[src/rtl/comp_seq_ctrl.sv]
// comp_seq_ctrl -- nibble-serial unsigned magnitude comparator controller.
//
// Accepts a WIDTH-bit operand pair over a valid/ready handshake. One shared
// comp_4bit instance is stepped across the nibbles, most significant nibble
// first. The walk stops at the first unequal nibble. The result is registered
// as E/G/L plus the number of nibbles examined, and is held until the consumer
// takes it.
//
// Ports:
//   clk, rst_n           clock (rising edge), asynchronous active-low reset
//   in_valid / in_ready  operand handshake; in_ready is high only in IDLE
//   A, B                 operands, sampled on in_valid & in_ready
//   out_valid/out_ready  result handshake; out_valid is high only in DONE
//   E, G, L              A==B, A>B, A<B (unsigned), one-hot while out_valid
//   nib_cnt              nibbles examined for this result, 1..NIB
//   busy                 high while the compare is in progress (RUN)

module comp_4bit (
  input  logic [3:0] a,
  input  logic [3:0] b,
  output logic       e,
  output logic       g,
  output logic       l
);
  always_comb begin
    e = (a == b);
    g = (a > b);
    l = (a < b);
  end
endmodule

module comp_seq_ctrl #(
  parameter int WIDTH = 16
) (
  input  logic                            clk,
  input  logic                            rst_n,
  input  logic                            in_valid,
  output logic                            in_ready,
  input  logic [WIDTH-1:0]                A,
  input  logic [WIDTH-1:0]                B,
  output logic                            out_valid,
  input  logic                            out_ready,
  output logic                            E,
  output logic                            G,
  output logic                            L,
  output logic [$clog2(WIDTH/4+1)-1:0]    nib_cnt,
  output logic                            busy
);
  localparam int NIB = WIDTH / 4;
  localparam int CW  = $clog2(NIB + 1);
  localparam int IW  = (NIB > 1) ? $clog2(NIB) : 1;

  generate
    if ((WIDTH % 4) != 0 || WIDTH < 4) begin : g_bad_width
      $error("comp_seq_ctrl: WIDTH must be a multiple of 4 and >= 4");
    end
  endgenerate

  localparam logic [1:0] IDLE = 2'd0;
  localparam logic [1:0] RUN  = 2'd1;
  localparam logic [1:0] DONE = 2'd2;

  logic [1:0]       state;
  logic [WIDTH-1:0] a_r;
  logic [WIDTH-1:0] b_r;
  logic [IW-1:0]    idx;
  logic [CW-1:0]    cnt;
  logic             e_r;
  logic             g_r;
  logic             l_r;
  logic [CW-1:0]    nib_cnt_r;

  logic [3:0]       a_nib;
  logic [3:0]       b_nib;
  logic             nib_e;
  logic             nib_g;
  logic             nib_l;

  // Select the current nibble by shifting it down to bit 0.
  assign a_nib = 4'(a_r >> {idx, 2'b00});
  assign b_nib = 4'(b_r >> {idx, 2'b00});

  comp_4bit u_comp (
    .a (a_nib),
    .b (b_nib),
    .e (nib_e),
    .g (nib_g),
    .l (nib_l)
  );

  always_ff @(posedge clk or negedge rst_n) begin
    if (!rst_n) begin
      state     <= IDLE;
      a_r       <= '0;
      b_r       <= '0;
      idx       <= '0;
      cnt       <= '0;
      e_r       <= 1'b0;
      g_r       <= 1'b0;
      l_r       <= 1'b0;
      nib_cnt_r <= '0;
    end else begin
      case (state)
        IDLE: begin
          if (in_valid) begin
            a_r   <= A;
            b_r   <= B;
            idx   <= IW'(NIB - 1);
            cnt   <= '0;
            state <= RUN;
          end
        end
        RUN: begin
          if (!nib_e) begin
            e_r       <= 1'b0;
            g_r       <= nib_g;
            l_r       <= nib_l;
            nib_cnt_r <= cnt + CW'(1);
            state     <= DONE;
          end else if (idx == '0) begin
            e_r       <= 1'b1;
            g_r       <= 1'b0;
            l_r       <= 1'b0;
            nib_cnt_r <= CW'(NIB);
            state     <= DONE;
          end else begin
            idx <= idx - IW'(1);
            cnt <= cnt + CW'(1);
          end
        end
        DONE: begin
          if (out_ready) begin
            state <= IDLE;
          end
        end
        default: state <= IDLE;
      endcase
    end
  end

  assign in_ready  = (state == IDLE);
  assign out_valid = (state == DONE);
  assign busy      = (state == RUN);
  assign E         = e_r;
  assign G         = g_r;
  assign L         = l_r;
  assign nib_cnt   = nib_cnt_r;

endmodule

[config.mk]
export PLATFORM = sky130hd
export DESIGN_NAME = comp_seq_ctrl
export DESIGN_NICKNAME = d
export VERILOG_FILES = /design/src/rtl/comp_seq_ctrl.sv
export SDC_FILE = /design/constraint.sdc
export NUM_CORES = 1
export LEC_CHECK = 0
export CAP_MARGIN = 15
export CORE_ASPECT_RATIO = 1.4
export CORE_MARGIN = 2
export CORE_UTILIZATION = 45
export CTS_BUF_LIST = sky130_fd_sc_hd__clkbuf_16
export DETAILED_ROUTE_END_ITERATION = 8
export PLACE_DENSITY_LB_ADDON = 0.12
export SLEW_MARGIN = 20
export SYNTH_ARGS = -nofsm -noshare
export SYNTH_HDL_FRONTEND = slang
export SYNTH_SLANG_ARGS = --single-unit
[constraint.sdc]
create_clock -name clk -period 4.4 [get_ports clk]
set_input_delay 0.88 -clock clk [delete_from_list [all_inputs] [get_ports clk]]
set_output_delay 0.88 -clock clk [all_outputs]
set_load 0.005 [all_outputs]
==> flow_summary.yaml <==
cells_and_area:
  layout-area-overhead-vs-synth_pct: 29.9
  layout_commonest_cell: "dfrtp_1"
  layout_common_cells: "45 x dfrtp_1, 43 x clkdlybuf4s50_1, 29 x mux2_2"
  final_nets: 234
  diodes: 0
  fillers: 403
  drive_above_1_share: 0.280
  fin_util: 0.607
logic_synthesis:
  synth_fp_nets: 187
  yosysUniqueCellTypes: 29
  ys_warn_count: 0
  syn_inst: 145
  synth-seq-area-share: 0.536
  ys_ff_latch: 45
  syn-cell-area_sq_um: 2100
  syn_area_per_cell_sq_um: 14.5
clock_network:
  h-tree-depth: 2
  post_cts_buffers: 0
  cts_resized: 0
  cts_tree: "yes"
  clk_pin_slew_ps: 60
  max-clock-path-buffers: 2
  cts_buffers: 5
  clock-sinks: 45
  cts_hold_buf: 0
  clkLatencyLatePin_ps: 280
  cts_root_buf: "clkbuf_16"
global_routing:
  grt_use_total: 0.170
  grt_max_degree: 46
  antenna_found_initial: 0
  grt_overflow: 0
  grt_pass1_wl_microns: 6530
  grt_pass1_vias: 1457
die:
  die_area_sq_um: 5240
  core_sq_um: 4500
  die_y_microns: 84.9
  die_w_microns: 61.8
  placementRows: 29
  io_pins: 45
  initial_utilization: 0.467
setup_path:
  worst_ep_required_time_ps: 4570
  crit_fanout: 11
  critPathCaptureType: "flip-flop"
  crit_chain: "mux4_2, ha_1, nand4_4, nor3_4, nor2_2, mux2_4"
  cp-start-kind: "flip-flop"
  arrival_ps: 2760
  crit_path_top_delay_cell: "dfrtp_1"
  path_class: "reg2reg"
  cpPeakStageDelay_ps: 700
timing:
  fin_ws_ps: 1810
  post-route-min-period_ps: 2590
  fmax_ghz: 0.386
  finalCritPeriodShare: 0.588
  hold_viol_final: 0
  setup_viol_count_final: 0
  max_slew_margin: 0.625
  tightest_slew_ps: 562
  skew_ps: 6.16
  grt_setup_unrepaired: "no"
  slew_violations: 0
  fin_tns_setup_ps: 0
drt:
  num_vias: 1324
  ant_nets: 0
  firstDrtPassIters: 4
  drc: 0
  drt_iter0_drc: 53
  drt-vias-per-instance: 5.19
  drt_wl_total_microns: 3830
  wl_per_cell_microns: 15.0
place:
  portBuffers: 44
  hpwl_microns: 2820
  gp_congestion: 0.785
  pre_cts_slack_ps: 1820
pwr:
  total_leakage_power_nw: 1.19
  power_density_nw_per_um2: 633
  vdd_drop_max_mv: 0.352
hold_path:
  hp-class: "reg2reg"
run_status:
  outcome: "completed"
flow_run:
  drv_cap: 0
-- where the power goes --
group | internal, mW | total (mW) | leakage (nW) | switching [mW]
Combinational | 0.406 | 0.664 | 0.576 | 0.258
Clock | 0.206 | 0.353 | 0.0748 | 0.147
Sequential | 0.601 | 0.711 | 0.536 | 0.110
-- synth_stat cells --
master,number,area [sq um]
nor2_2,1,6.26
nand2_1,6,22.5
buf_6,4,45.0
mux4_2,8,180
nor3b_2,1,12.5
nor3_4,1,16.3
and2b_2,1,8.76
inv_1,9,33.8
mux2_2,29,327
a21oi_1,6,30.0
o2bb2ai_1,1,8.76
nor3_1,2,10.0
buf_2,1,5.00
ha_1,6,75.1
a22o_1,2,17.5
nand2b_4,1,13.8
buf_4,1,7.51
nand2b_1,3,18.8
o21bai_1,1,7.51
nand4_4,1,21.3
mux2_4,1,15.0
dfrtp_1,45,1130
mux2_1,3,33.8
o21ai_1,1,5.00
o31a_1,1,8.76
o21ai_0,4,20.0
nor2_1,2,7.51
nor2b_1,2,12.5
and2_1,1,6.26
-- worst max-delay path: cells and delay by family (launching register included) --
family / cells / cell delay (ps)
adder cells (fa/ha/maj): 1 / 360
flip-flops: 1 / 700
multiplexers: 2 / 860
AND/OR/NAND/NOR: 3 / 550
-- logic make-up (layout without fill, tap and decap cells) --
logic type      count (synthesis)  in the layout  share of synthesized area
buf+inv                        15             63                     0.0434
compound gates                 16             16                     0.0464
flops                          45             45                      0.536
simple gates                   22             22                     0.0744
mux                            41             41                      0.264
fa+ha+maj                       6              6                     0.0357
-- final cells by class --
| class | instances | area [sq um] | share of cell area |
|---|---|---|---|
| Clock buffer | 5 | 125 | 0.0458 |
| Clock inverter | 3 | 13.8 | 0.00504 |
| Inverter | 9 | 33.8 | 0.0124 |
| Multi-Input combinational cell | 85 | 891 | 0.326 |
| Sequential cell | 45 | 1130 | 0.412 |
| Tap cell | 62 | 77.6 | 0.0284 |
| Timing Repair Buffer | 46 | 463 | 0.170 |
-- sequential cells by signal, summed over array words and instances, names as in the netlist --
name     count
a_r         16
b_r         16
cnt          3
nib_cnt      3
idx          2
state        2
E            1
G            1
L            1
-- path summary, 6_finish.rpt --
check / depth (start not counted) / end / slack [ps] / from
hold reg to reg: 2 / nib_cnt[0]$_DFFE_PN0P_ / 490 / nib_cnt[0]$_DFFE_PN0P_
min in group asynchronous: 1 / a_r[12]$_DFFE_PN0P_ / 500 / rst_n
setup / recovery: 6 / cnt[0]$_DFFE_PN0P_ / 1810 / idx[0]$_DFFE_PN0P_
setup reg to reg: 6 / cnt[0]$_DFFE_PN0P_ / 1810 / idx[0]$_DFFE_PN0P_
max in group asynchronous: 2 / a_r[11]$_DFFE_PN0P_ / 3420 / rst_n
hold / removal: 2 / nib_cnt[0]$_DFFE_PN0P_ / 490 / nib_cnt[0]$_DFFE_PN0P_
-- routing by layer --
metal,wire length (microns),track usage,vias up
met3,124,0.0366,7
met2,2160,0.296,27
li1,-,-,611
met4,86,0.0716,0
met1,1460,0.192,679
met5,0,0,-
-- metrics by stage --
stage          hold WS, ps  total power [mW]  area, sq um  std cells
5_1_grt                514              1.85         2730        255
6_report               487              1.73         2730        255
3_5_place_dp           484              1.39         2570        246
2_1_floorplan          453              1.19         2100        145
3_3_place_gp           464              1.37         2570        246
4_1_cts                498              1.76         2710        254
No activity file was read; power rests on OpenSTA's default activity.
